### src/rtl/door_pkg.sv
// Shared encodings for the door input conditioner's button FSM.
// The BTN_LOCKOUT encoding is only used when DOOR_ACT_LOCKOUT_EN is defined.
package door_pkg;

    localparam int unsigned STATE_W = 3;

    typedef logic [STATE_W-1:0] btn_state_t;

    localparam btn_state_t BTN_IDLE    = 3'b001;
    localparam btn_state_t BTN_PRESSED = 3'b010;
    localparam btn_state_t BTN_LOCKOUT = 3'b100;

endpackage

### src/rtl/sig_debounce.sv
// One input channel: 2-flop synchroniser followed by a counting debouncer.
// The debounced level flips after DB_CYCLES consecutive disagreeing samples.
module sig_debounce #(
    parameter int unsigned DB_CYCLES = 16,
    parameter int unsigned CNT_W     = 5
) (
    input  logic clk,
    input  logic rst,
    input  logic din_raw,
    output logic dout
);

    if (DB_CYCLES < 2 || DB_CYCLES >= (2 ** CNT_W)) begin : g_bad_db
        $error("sig_debounce: DB_CYCLES out of range for CNT_W");
    end

    logic             sync1_q, sync2_q;
    logic             stable_q, stable_d;
    logic [CNT_W-1:0] cnt_q, cnt_d;

    always_ff @(posedge clk or negedge rst) begin
        if (!rst) begin
            sync1_q  <= 1'b0;
            sync2_q  <= 1'b0;
            stable_q <= 1'b0;
            cnt_q    <= '0;
        end else begin
            sync1_q  <= din_raw;
            sync2_q  <= sync1_q;
            stable_q <= stable_d;
            cnt_q    <= cnt_d;
        end
    end

    // Any agreeing sample restarts the count, so short glitches never flip the level.
    always_comb begin
        stable_d = stable_q;
        cnt_d    = '0;
        if (sync2_q != stable_q) begin
            if (cnt_q == CNT_W'(DB_CYCLES - 1)) begin
                stable_d = ~stable_q;
            end else begin
                cnt_d = cnt_q + 1'b1;
            end
        end
    end

    assign dout = stable_q;

endmodule

### src/rtl/door_input_conditioner.sv
// Front end of the garage door controller: debounced button/limit inputs, one activate pulse per press.
// Define DOOR_ACT_LOCKOUT_EN to add a post-pulse lockout window before the next press is accepted.
module door_input_conditioner
    import door_pkg::*;
#(
    parameter int unsigned DB_CYCLES      = 16,
    parameter int unsigned CNT_W          = 5,
    parameter int unsigned LOCKOUT_CYCLES = 64,
    parameter int unsigned LK_W           = 7
) (
    input  logic clk,
    input  logic rst,
    input  logic btn_raw,
    input  logic up_lim_raw,
    input  logic dn_lim_raw,
    output logic activate,
    output logic UP_max,
    output logic DN_max,
    output logic lim_fault
);

    if (LOCKOUT_CYCLES < 1 || LOCKOUT_CYCLES >= (2 ** LK_W)) begin : g_bad_lk
        $error("door_input_conditioner: LOCKOUT_CYCLES out of range for LK_W");
    end

    logic btn_db, up_db, dn_db, both_lim;

    sig_debounce #(.DB_CYCLES(DB_CYCLES), .CNT_W(CNT_W)) u_btn_db (
        .clk     (clk),
        .rst     (rst),
        .din_raw (btn_raw),
        .dout    (btn_db)
    );

    sig_debounce #(.DB_CYCLES(DB_CYCLES), .CNT_W(CNT_W)) u_up_db (
        .clk     (clk),
        .rst     (rst),
        .din_raw (up_lim_raw),
        .dout    (up_db)
    );

    sig_debounce #(.DB_CYCLES(DB_CYCLES), .CNT_W(CNT_W)) u_dn_db (
        .clk     (clk),
        .rst     (rst),
        .din_raw (dn_lim_raw),
        .dout    (dn_db)
    );

    assign UP_max   = up_db;
    assign DN_max   = dn_db;
    assign both_lim = up_db & dn_db;

    btn_state_t state_q, state_d;
    logic       act_q, act_d;
    logic       fault_q;

    always_ff @(posedge clk or negedge rst) begin
        if (!rst) begin
            state_q <= BTN_IDLE;
            act_q   <= 1'b0;
            fault_q <= 1'b0;
        end else begin
            state_q <= state_d;
            act_q   <= act_d;
            fault_q <= both_lim;
        end
    end

`ifdef DOOR_ACT_LOCKOUT_EN
    logic [LK_W-1:0] lk_cnt_q, lk_cnt_d;
    logic            lk_done;

    always_ff @(posedge clk or negedge rst) begin
        if (!rst) begin
            lk_cnt_q <= '0;
        end else begin
            lk_cnt_q <= lk_cnt_d;
        end
    end

    // Saturates at LOCKOUT_CYCLES so the window stays expired until the next pulse.
    always_comb begin
        lk_cnt_d = lk_cnt_q;
        if (act_d) begin
            lk_cnt_d = '0;
        end else if (lk_cnt_q < LK_W'(LOCKOUT_CYCLES)) begin
            lk_cnt_d = lk_cnt_q + 1'b1;
        end
    end

    assign lk_done = (lk_cnt_q >= LK_W'(LOCKOUT_CYCLES));
`endif

    // A press seen during a limit fault still advances the FSM, so it is consumed without a pulse.
    always_comb begin
        state_d = state_q;
        act_d   = 1'b0;
        case (state_q)
            BTN_IDLE: begin
                if (btn_db) begin
                    state_d = BTN_PRESSED;
                    act_d   = !(fault_q || both_lim);
                end
            end
            BTN_PRESSED: begin
                if (!btn_db) begin
`ifdef DOOR_ACT_LOCKOUT_EN
                    state_d = BTN_LOCKOUT;
`else
                    state_d = BTN_IDLE;
`endif
                end
            end
`ifdef DOOR_ACT_LOCKOUT_EN
            BTN_LOCKOUT: begin
                if (lk_done && !btn_db) begin
                    state_d = BTN_IDLE;
                end
            end
`endif
            default: state_d = BTN_IDLE;
        endcase
    end

    assign activate  = act_q;
    assign lim_fault = fault_q;

endmodule
### config.mk
export PLATFORM = sky130hd
export DESIGN_NAME = door_input_conditioner
export DESIGN_NICKNAME = d
export VERILOG_FILES = /design/src/rtl/door_pkg.sv /design/src/rtl/sig_debounce.sv /design/src/rtl/door_input_conditioner.sv
export SDC_FILE = /design/constraint.sdc
export NUM_CORES = 1
export LEC_CHECK = 0
export ABC_CLOCK_PERIOD_IN_PS = 1400
export CAP_MARGIN = 20
export CORE_UTILIZATION = 54
export DETAILED_ROUTE_END_ITERATION = 8
export PLACE_DENSITY = 0.87
export SLEW_MARGIN = 20
export SYNTH_ARGS = -nofsm -noshare
export SYNTH_HDL_FRONTEND = slang
export SYNTH_HIERARCHICAL = 1
export SYNTH_SLANG_ARGS = --single-unit
export TNS_END_PERCENT = 1
### constraint.sdc
create_clock -name clk -period 1.4 [get_ports clk]
set_clock_uncertainty 0.1 [all_clocks]
set_input_delay 0.28 -clock clk [delete_from_list [all_inputs] [get_ports clk]]
set_output_delay 0.28 -clock clk [all_outputs]
set_load 0.01 [all_outputs]
==> reports/qor.txt, run 1 <==
WP data required = 1520 ps
Fin. max-slew vios = 0
Final setup vio count = 0
Leak Pwr = 0.6300 nW
Sequential cell area fraction in the yosys report = 66.79%
Register area = 701.9 um2
Slew @ Worst Pin = 237.8 ps
Final Util = 69.05%
Xor/xnor share of the synthesized area = 8.333%
Pre-antenna DRT Iters = 4
Setup crit start kind = register
Global-route wire length before repair = 2.270 mm
Final #Nets = 103
CORE AREA = 0.001783 mm2
Worst-path clk slew = 130 ps
Die W = 46.12 um
Post-route ant nets = 0
Mapped Cells = 79
Pwr Density = 1069 mW/mm2
Final worst setup slack = 51.30 ps
H-tree depth = 1
Vias per std cell = 5.076
TritonCTS buffer count = 3
Pwr Total = 0.001316 W
GRT Overall Usage = 16.44%
Initial Util = 58.95%
CTS tree = built
Vias in the first global route = 542
Achievable frequency = 741.5 MHz
Sequential fraction of design power = 65.3%
Crit-path slowest cell = dfrtp_1
Max IR drop VDD = 0.0006458 V
Number of distinct library cells after synthesis = 16
Critical path type = register to register
Post-synthesis compound-gate area fraction = 1.429%
CP endpoint kind = register
Top delay family on crit path = flip-flops
P_int = 0.001036 W
Buffers on Ports = 8
Commonest non-fill, non-tap cell in the layout = dfrtp_1
Warnings from Yosys = 6
Switching share of power = 21.27%
Clock Latency Late Sink = 320 ps
Max-Cap Viols = 0
#FFs+latches synth = 28
Post-synthesis mux area share = 3.214%
CP arrival = 1470 ps
Clock Root Buffer = clkbuf_4
TNS Setup = 0 ps
Share of post-route cells with drive strength above 1 = 18.09%
Simple-Gate Fraction of Synth Area = 15.60%
Post-Route WL = 1.348 mm
Worst slew margin = 84.04%
Minimum clock period = 1349 ps
Clock Sinks = 28
Worst-case reg-to-reg path depth = 4
Critical path fanouts, max = 3
GP Congestion = 0.6895
Synthesized-area fraction occupied by adder cells = 3.571%
Number of cells on the critical path = 4
Clock group share of total power = 28.7%
Post-Syn Area = 0.001051 mm2
Area of the multi-input gates = 340.3 um2
Wire per inst = 11.33 um
CTS Hold Bufs = 0
Main combinational cell family by area after synthesis = simple AND/OR/NAND/NOR gates
Critical-path cell list = ha_1 -> nand3_2 -> nor2_2 -> mux2_1
Mean Syn Cell Area = 13.30 um2
RSZ-0062 raised after global routing = true
Final worst path period share = 96.34%
Gr ovfl total = 0
Die height = 46.12 um
Die area = 0.002127 mm2
Status = finished clean
Core Rows = 15
Final Hold Fails = 0
Via Count = 604
Fillers = 125
Final HPWL DP = 996.7 um
1st-iter DRT viols = 3
Hold crit path type = primary input to asynchronous set/reset pin
Syn_nets = 87
Initial antenna violation count = 0
Layout area overhead = 17.14%
Largest net degree at the start of global routing = 29
# DRC = 0
Combinational power share = 6.0%
Maximum clock path buffer count = 2
Antenna diode instance count = 0
Dpl ws = 80.06 ps
Most frequent cells in the layout = dfrtp_1, xor2_1, nor2_1, and2_1, clkdlybuf4s50_1
P_sw = 0.0002798 W
Reg2reg setup slack = 50 ps
I/O pin count = 9
Largest stage delay on the critical path = 400 ps
Crit path buf inv count = 0
## power groups by stage
stage,Sequential (W),Clock (W),Combinational [W]
floorplan,0.000870,0,0.0000392
global placement,0.000872,0,0.0000766
detailed placement,0.000874,0,0.0000804
CTS,0.000859,0.000396,0.0000805
global route,0.000863,0.000425,0.0000894
finish,0.000860,0.000378,0.0000784
## synth_stat cells, drive strengths merged
cell type,count,share of area [%]
o21ai,3,1.4
xor2,10,8.3
inv,3,1.1
nand2,2,0.71
nor2,12,5.0
and3,3,1.8
nor4,1,0.60
ha,3,3.6
dfstp,1,2.5
and2,5,3.2
nand3,6,4.3
dfrtp,27,64
mux2,3,3.2
## stage by stage
stage                     area, um2  hold slack, ps  std cells
after CTS                      1232           189.0        119
after floorplan                1051          -115.6         79
after detailed placement       1190           234.7        114
after global placement         1190           231.7        114
after global routing           1231           182.1        119
final                          1231           196.3        119
## sequential cells by signal (all words and copies together) (netlist names), 2 cells and up
register / count
u_dn_db/cnt_q: 5
u_up_db/cnt_q: 5
u_btn_db/cnt_q: 5
state_q: 2
## final cells by class
type                       count  area share [%]
clock buffer                   4           2.947
inverter                       3          0.9146
multi-input combinational     48           27.64
sequential                    28           57.01
tap                           25           2.541
timing repair buffer          11           8.943
## cell families after synthesis
group	after synthesis
AOI/OAI and AO/OA	3
xor gates and xnor gates	10
adders and majority gates	3
buffers and inverters	3
DFF	28
muxes	3
and+or+nand+nor	29
## worst reg2reg max path, stage by stage (launching register included)
cell and delay, ps:
dfrtp_1 400, ha_1 210, nand3_2 110, nor2_2 100, mux2_1 330
## per-layer routing
layer  track usage [%]  wire length (um)  vias up
li1                  -                 -      288
met1             20.37               641      294
met3             5.882                47        4
met5                 0                 0        -
met4             9.412                29        0
met2             24.79               630       18
## final timing paths
check / endpoint / startpoint
min in group clk: u_btn_db/sync2_q$_DFF_PN0_ / u_btn_db/sync1_q$_DFF_PN0_
worst min register to register: u_btn_db/sync2_q$_DFF_PN0_ / u_btn_db/sync1_q$_DFF_PN0_
worst max register to register: u_dn_db/dout$_DFFE_PN0P_ / u_dn_db/cnt_q[0]$_DFF_PN0_
worst min-delay path: u_btn_db/cnt_q[0]$_DFF_PN0_ / rst
max in group asynchronous: state_q[0]$_DFFE_PN1P_ / rst
worst max-delay path: u_dn_db/dout$_DFFE_PN0P_ / u_dn_db/cnt_q[0]$_DFF_PN0_
## timing repair
item                                    CTS  global route
endpoints found under the setup margin    4             3
gates resized for setup                   7             3
setup buffers                             1             0
pin swaps                                 0             1
No activity file was read; power rests on OpenSTA's default activity.
==> inputs of run 2 (changes only) <==
- SLEW_MARGIN: 20 -> not set
==> results of run 2 <==
Final layout, timing and power as in run 1 (identical DEF).
==> inputs of run 3 (changes only) <==
- CTS_CLUSTER_SIZE: not set -> 8
==> results of run 3 <==
Final layout, timing and power as in run 1 (identical DEF).
